[src/rtl/uart_rx_pkg.sv]
// Shared constants and the majority-vote helper for the UART receive path.
package uart_rx_pkg;

  localparam int   PRESCALE_MIN = 6;
  localparam int   BIT_CNT_W    = 4;
  localparam logic IDLE_LEVEL   = 1'b1;

  function automatic logic maj3(input logic a, input logic b, input logic c);
    return (a & b) | (a & c) | (b & c);
  endfunction

endpackage

[src/rtl/uart_rx_sync.sv]
// Multi-flop synchroniser for the asynchronous serial line; resets to the idle level.
module uart_rx_sync
  import uart_rx_pkg::*;
#(
  parameter int STAGES = 2
) (
  input  logic CLK,
  input  logic RSTn,
  input  logic din,
  output logic dout
);

  logic [STAGES-1:0] sync_q;

  always_ff @(posedge CLK or negedge RSTn) begin
    if (!RSTn) begin
      sync_q <= {STAGES{IDLE_LEVEL}};
    end else begin
      sync_q <= {sync_q[STAGES-2:0], din};
    end
  end

  assign dout = sync_q[STAGES-1];

endmodule

[src/rtl/uart_rx_sampler.sv]
// UART RX oversampling stage: edge/bit counters and a 3-point majority vote around bit centre.
// Defining UART_RX_NOISE_DETECT_EN adds the Noise output (vote not unanimous).
module uart_rx_sampler
  import uart_rx_pkg::*;
#(
  parameter int PRESCALE_W  = 6,
  parameter int SYNC_STAGES = 2
) (
  input  logic                  CLK,
  input  logic                  RSTn,
  input  logic                  Rx_In,
  input  logic                  Sample_En,
  input  logic [PRESCALE_W-1:0] Prescale,
  output logic                  Rx_Sync,
  output logic [PRESCALE_W-1:0] Edge_Cnt,
  output logic [BIT_CNT_W-1:0]  Bit_Cnt,
  output logic                  Bit_Done,
  output logic                  Center_Sample,
  output logic                  Valid
`ifdef UART_RX_NOISE_DETECT_EN
  ,
  output logic                  Noise
`endif
);

  localparam logic [PRESCALE_W-1:0] P_MIN = PRESCALE_W'(PRESCALE_MIN);
  localparam logic [PRESCALE_W-1:0] ONE   = PRESCALE_W'(1);

  logic [PRESCALE_W-1:0] p_eff;
  logic [PRESCALE_W-1:0] half;
  logic [PRESCALE_W-1:0] last_edge;
  logic                  at_s0;
  logic                  at_s1;
  logic                  at_vote;
  logic                  wrap;
  logic                  s0;
  logic                  s1;
  logic                  valid_q;
  logic                  vote;

  uart_rx_sync #(
    .STAGES(SYNC_STAGES)
  ) u_sync (
    .CLK  (CLK),
    .RSTn (RSTn),
    .din  (Rx_In),
    .dout (Rx_Sync)
  );

  // Short prescales are clamped so the three sample points and the vote always fit in one bit.
  assign p_eff     = (Prescale < P_MIN) ? P_MIN : Prescale;
  assign half      = p_eff >> 1;
  assign last_edge = p_eff - ONE;

  assign at_s0   = (Edge_Cnt == half - ONE);
  assign at_s1   = (Edge_Cnt == half);
  assign at_vote = (Edge_Cnt == half + ONE);
  assign wrap    = (Edge_Cnt >= last_edge);
  assign vote    = maj3(s0, s1, Rx_Sync);

  always_ff @(posedge CLK or negedge RSTn) begin
    if (!RSTn) begin
      Edge_Cnt <= '0;
      Bit_Cnt  <= '0;
    end else if (!Sample_En) begin
      Edge_Cnt <= '0;
      Bit_Cnt  <= '0;
    end else if (wrap) begin
      Edge_Cnt <= '0;
      Bit_Cnt  <= Bit_Cnt + BIT_CNT_W'(1);
    end else begin
      Edge_Cnt <= Edge_Cnt + ONE;
    end
  end

  always_ff @(posedge CLK or negedge RSTn) begin
    if (!RSTn) begin
      s0            <= IDLE_LEVEL;
      s1            <= IDLE_LEVEL;
      Center_Sample <= IDLE_LEVEL;
      valid_q       <= 1'b0;
    end else begin
      valid_q <= 1'b0;
      if (!Sample_En) begin
        s0 <= IDLE_LEVEL;
        s1 <= IDLE_LEVEL;
      end else begin
        if (at_s0) s0 <= Rx_Sync;
        if (at_s1) s1 <= Rx_Sync;
        if (at_vote) begin
          Center_Sample <= vote;
          valid_q       <= 1'b1;
        end
      end
    end
  end

  // Gating with Sample_En drops a Valid that was pending when the FSM disabled the block.
  assign Valid    = valid_q & Sample_En;
  assign Bit_Done = Sample_En & (Edge_Cnt == last_edge);

`ifdef UART_RX_NOISE_DETECT_EN
  always_ff @(posedge CLK or negedge RSTn) begin
    if (!RSTn) begin
      Noise <= 1'b0;
    end else begin
      Noise <= Sample_En & at_vote & !((s0 == s1) && (s1 == Rx_Sync));
    end
  end
`endif

endmodule

[config.mk]
export PLATFORM = sky130hd
export DESIGN_NAME = uart_rx_sampler
export DESIGN_NICKNAME = d
export VERILOG_FILES = /design/src/rtl/uart_rx_pkg.sv /design/src/rtl/uart_rx_sync.sv /design/src/rtl/uart_rx_sampler.sv
export SDC_FILE = /design/constraint.sdc
export NUM_CORES = 1
export LEC_CHECK = 0
export ABC_AREA = 1
export CAP_MARGIN = 0
export CORE_UTILIZATION = 56
export DETAILED_ROUTE_END_ITERATION = 8
export GPL_ROUTABILITY_DRIVEN = 0
export PLACE_DENSITY = 0.92
export SLEW_MARGIN = 5
export SYNTH_ARGS = -nofsm -noshare
export SYNTH_HDL_FRONTEND = slang
export SYNTH_HIERARCHICAL = 1
export SYNTH_SLANG_ARGS = --single-unit
[constraint.sdc]
create_clock -name CLK -period 8.85 [get_ports CLK]
set_clock_uncertainty 0.15 [all_clocks]
set_input_delay 1.77 -clock CLK [delete_from_list [all_inputs] [get_ports CLK]]
set_output_delay 1.77 -clock CLK [all_outputs]
set_load 0.01 [all_outputs]
# [Word-level counts from Yosys, hierarchy flattened]
# Index checks and enable logic that the tools add are counted.
[word_totals] reg_bits=16 latch_bits=0 ramBits=0 mem_bits_ro=0 input_bits=10 out_inout_bits=14 wordCells=40 memories=0
[op_classes] addsub=5 mul=0 div=0 order_cmp=2 eq_ne=7 shifts=0 mux=11 bitwise=7 reduce_logical=1
[op_table] operator="6-bit equality test" count=3
[op_table] operator="6-bit two-way mux" count=3
[op_table] operator="4-bit two-way mux" count=2
[op_table] operator="5-bit by 1-bit adder with 6-bit output, second input constant" count=1
[op_table] operator="6-bit by 1-bit adder with 6-bit output, second input constant" count=1
[op_table] operator="6-bit by 5-bit equality test with 1-bit output" count=1
[op_table] operator="6-bit >= comparator" count=1
[op_table] operator="6-bit by 3-bit less-than comparator with 1-bit output, second input constant" count=1
[op_table] operator="1-bit two-way mux" count=6
[op_table] operator="2-bit by 1-bit inequality test with 1-bit output, second input constant" count=3
[op_table] operator="5-bit by 1-bit subtractor with 6-bit output, second input constant" count=1
[op_table] operator="6-bit by 1-bit subtractor with 6-bit output, second input constant" count=1
[op_table] operator="1-bit AND" count=5
[op_table] operator="4-bit by 1-bit adder with 4-bit output, second input constant" count=1
[op_table] operator="1-bit OR" count=2
[op_table] operator="2-bit AND reduction" count=1

# [Depth between registers and ports, before layout]
[depth] depth_word=6 mapped_depth=19 ltp_nobuf=18

# [Modules after synthesis]
# Netlist, hierarchy kept.
[by_module_without_submodules] module="uart_rx_sampler" n_inst=1 cells_per_inst=174 area_per_inst_um2=1242.4 seq_area_each_um2=354.1
[by_module_without_submodules] module="uart_rx_sync" n_inst=1 cells_per_inst=2 area_per_inst_um2=52.6 seq_area_each_um2=52.6

# [Worst setup path after synthesis]
# No wires, ideal clock.
[synth_path] kind="input port to output port" from="in Prescale[3]" to="out Bit_Done" t_arrival_ps=3664 t_required_ps=6930 setup_slack_ps=3266 cell_stages=14 n_path_buf=1 cell_sequence="buf_6 nor2_4 nand2_4 nand2_1 inv_2 ha_1 nand2_1 inv_1 nand2_1 xor2_1 inv_1 ha_1 nand2_1 nor4_1"
[synth_via] elab_chain_len=5
[synth_rtl] element="start: declaration" line_no="uart_rx_sampler.sv:13" rtl="input logic [PRESCALE_W-1:0] Prescale,"
[synth_rtl] element="6-bit by 3-bit less-than comparator with 1-bit output" line_no="uart_rx_sampler.sv:51" rtl="assign p_eff = (Prescale < P_MIN) ? P_MIN : Prescale;"
[synth_rtl] element="6-bit two-way mux *" line_no="uart_rx_sampler.sv:51"
[synth_rtl] element="6-bit by 1-bit subtractor with 6-bit output *" line_no="uart_rx_sampler.sv:53" rtl="assign last_edge = p_eff - ONE;"
[synth_rtl] element="6-bit equality test *" line_no="uart_rx_sampler.sv:100" rtl="assign Bit_Done = Sample_En & (Edge_Cnt == last_edge);"
[synth_rtl] element="1-bit AND *" line_no="uart_rx_sampler.sv:100"
[synth_rtl] element="end: declaration" line_no="uart_rx_sampler.sv:17" rtl="output logic Bit_Done,"
# Mark *: on every way between the ends. The rest lies on a longest branch, timed or not.

# [Final worst setup path]
# Same ends and word-level chain as after synthesis.

==> parameters.txt <==
Parameter                              Value

Logic synthesis
  Flip-flop and latch count after synthesis    16
  Library cell with the highest instance count after synthesis    nand2_1
  Async set or reset register ratio after synthesis    1.00
  Post-synthesis sequential area ratio    0.314
  Post-Syn Area    approximately 1300 µm²
  Count of different cell masters after synthesis    32
  Main flop type after synthesis    dfrtp_1
  Share of the synthesized area in the top cell type    0.213
  Post-synthesis net count    196
  Gate Count Post-Synth    176
  Cell type with the highest aggregate area in the netlist    dfrtp_1
  Number of enable flip-flop cells after synthesis    0
  Yosys warnings    6
  Top cells by area in the synthesized netlist    dfrtp_1 21%, nand2_1 12%, dfstp_2 10%
  Syn_area_per_cell    7.36 µm²
  Most frequent cells after synthesis    40 x nand2_1, 30 x inv_1, 17 x nor2_1, 13 x nand3_1, 11 x dfrtp_1

Global routing
  Grt ovf    0
  Initial antenna violation count    0
  Pin count of the biggest net entering global routing    17
  Global-route wire length before repair    4890 µm
  Gr usage total    0.266
  Number of global-route vias before repair    1161

Final layout
  Proportion of layout cells with a drive suffix above 1    0.104
  Filler Cells Inserted    161
  Number of nets in the layout    roughly 220
  Final cell utilization of the core    0.719
  Antenna cell count    0
  P&R area growth vs syn    21.6%

Power
  Total power of the final layout    184 µW
  PwrDens    ~120 nW/µm²
  Max IR drop VDD    0.0000862 V
  Leakage    0.779 nW

Setup path
  Crit-path cells    clkdlybuf4s50_1 > nor2_4 > nand2_4 > nand2_1 > inv_2 > ha_1 > nand2_1 > inv_1 > nand2_1 > xor2_1 > inv_1 > ha_1 > nand2_1 > nor4_1 > clkdlybuf4s50_1
  Kind of cell adding the most delay to the critical path    buffers and inverters
  Critical Path RT    6.93 ns
  CP most frequent cell    nand2_1
  Sum of buffers and inverters on the critical path    5
  Nature of the critical path startpoint    input pin
  Critical Setup Path Class    input pin to output port
  Signal arrival time at the worst endpoint    between 4 and 5 ns
  Crit-path max FO    7
  Max stage delay cell, worst path    clkdlybuf4s50_1
  Critical Path End Type    output port
  Max stage delay on crit path    about 0.6 ns

Routing
  Vias after detailed routing    1211
  Routed Wire Length    about 2900 µm
  Remaining antenna violation count    0
  Average vias per placed instance    5.27
  Routed len/inst    roughly 12 µm
  DRC Markers    0
  Number of DRC markers after the initial detailed-route iteration    between 50 and 60
  Drt first pass iters    4

CTS
  CTS tree    built
  Clk slew on worst S/H paths    0.08 ns
  Post-CTS Hold Buffers    0
  Inserted Clock Buffers    3
  Postcts setup bufs    0
  Insertion delay of the later-clocked pin in the worst-skew pair    0.30 ns
  Root Buffer Master    clkbuf_4
  Maximum level of the CTS H-tree    1
  Sinks on Clock Net    16
  Maximum buffer depth of the clock tree    2
  Post-cts gate resize count    0

STA
  Endpoints failing hold    0
  Final Max Tran Viols    0
  Max Clk Rate    0.149 GHz
  Rel. slew slack    0.540
  RSZ-0062 raised after global routing    no
  Accumulated negative setup slack    0 ns
  Final worst path period need    6.72 ns
  Final setup fails    0
  Worst-margin pin slew    0.688 ns
  Final period util    0.760

Floorplanning
  Total number of placement rows    17
  I/O pins    24
  Die ar.    ~2500 µm²
  Die extent in x    around 50 µm
  Initial Utilization    0.591
  Core area    between 2000 and 2500 µm²
  Die span in y    50.1 µm

Placement
  Count of buffers from port buffering    23
  Post-DP HPWL    2300 µm

Worst hold path
  Path category of the worst min-delay check    register to register

Flow run
  Max-capacitance violation count    0

Run status
  Outcome    finished clean
-- cells by family (layout without fill, tap and decap cells) --
logic type / count (synthesis) / after routing / synth area share
flops: 16 / 16 / 0.314
simple gates: 90 / 90 / 0.328
compound gates: 16 / 16 / 0.0773
xor+xnor: 10 / 10 / 0.0734
buf+inv: 33 / 59 / 0.103
fa+ha+maj: 11 / 11 / 0.104
-- layer usage --
| layer | wire [µm] | vias to the layer above | part of all wire | track usage |
|---|---|---|---|---|
| met1 | 1260 | 554 | 0.44 | 0.320 |
| li1 | - | 613 | - | - |
| met2 | 1390 | 38 | 0.48 | 0.442 |
| met4 | 63 | 0 | 0.022 | 0.143 |
| met3 | 165 | 6 | 0.057 | 0.0494 |
| met5 | 0 | - | 0 | 0 |
-- per-stage QoR --
stage / std cells / hold WS [ns] / setup slack (ns) / instance area (µm²)
after floorplan: 176 / 0.195 / 3.27 / 1290
after global placement: 226 / 0.195 / 2.30 / 1550
after detailed placement: 226 / 0.201 / 2.19 / 1550
after CTS: 230 / 0.214 / 2.18 / 1580
after global routing: 230 / 0.215 / 1.96 / 1580
final: 230 / 0.211 / 2.13 / 1580
-- flip-flops by register name, indices dropped and copies added, names as in the netlist --
signal / count
Edge_Cnt: 6
Bit_Cnt: 4
u_sync/sync_q: 2
Center_Sample: 1
s0: 1
s1: 1
valid_q: 1
-- worst reg2reg max path, cell delays in order, from the launching register on --
cell and delay [ns]:
dfrtp_1 0.52, ha_1 0.37, nand2_1 0.09, inv_1 0.04
o21ai_0 0.15, nand2_1 0.16, inv_1 0.09, nand2_1 0.15
nor3b_1 0.25
-- final timing paths --
kind                             startpoint          endpoint  slack [ns]  cells past startpoint
setup / recovery                Prescale[3]          Bit_Done        2.13                     15
hold / removal             u_sync/sync_q[0]  u_sync/sync_q[1]        0.21                      0
setup reg to reg                Edge_Cnt[1]       Edge_Cnt[3]        6.81                      8
hold reg to reg            u_sync/sync_q[0]  u_sync/sync_q[1]        0.21                      0
max in group asynchronous              RSTn        Bit_Cnt[1]        6.38                      1
min in group asynchronous              RSTn        Bit_Cnt[3]        1.73                      1
-- cell usage in the layout, fill, tap and decap left out, types with 2 or more instances in the layout --
master,netlist,routed
a21oi_1,6,6
o21ai_0,6,6
nand4_1,5,5
nand2_4,2,2
dfrtp_1,11,11
nor3b_1,2,2
clkdlybuf4s50_1,0,23
dfstp_2,5,5
ha_1,10,10
nand2_2,2,2
clkbuf_4,0,3
nor3_1,2,2
nand3_1,13,13
xor2_1,8,8
nor2_1,17,17
nand2_1,40,40
inv_1,30,30
-- area by class of cell --
| class | count | area (µm²) | area share |
|---|---|---|---|
| clock buffers | 4 | 26.3 | 0.0167 |
| inverters | 32 | 123 | 0.0778 |
| multi-input cells | 127 | 754 | 0.479 |
| flip-flops and latches | 16 | 407 | 0.258 |
| well taps | 28 | 35.0 | 0.0222 |
| repair buffers | 23 | 230 | 0.146 |
-- power by group --
part           total, mW  switching, mW  internal, mW
logic             0.0576         0.0324        0.0251
registers         0.0860        0.00579        0.0802
clock network     0.0404         0.0228        0.0176
total              0.184         0.0611         0.123
Power figures use the tool's default switching activity.
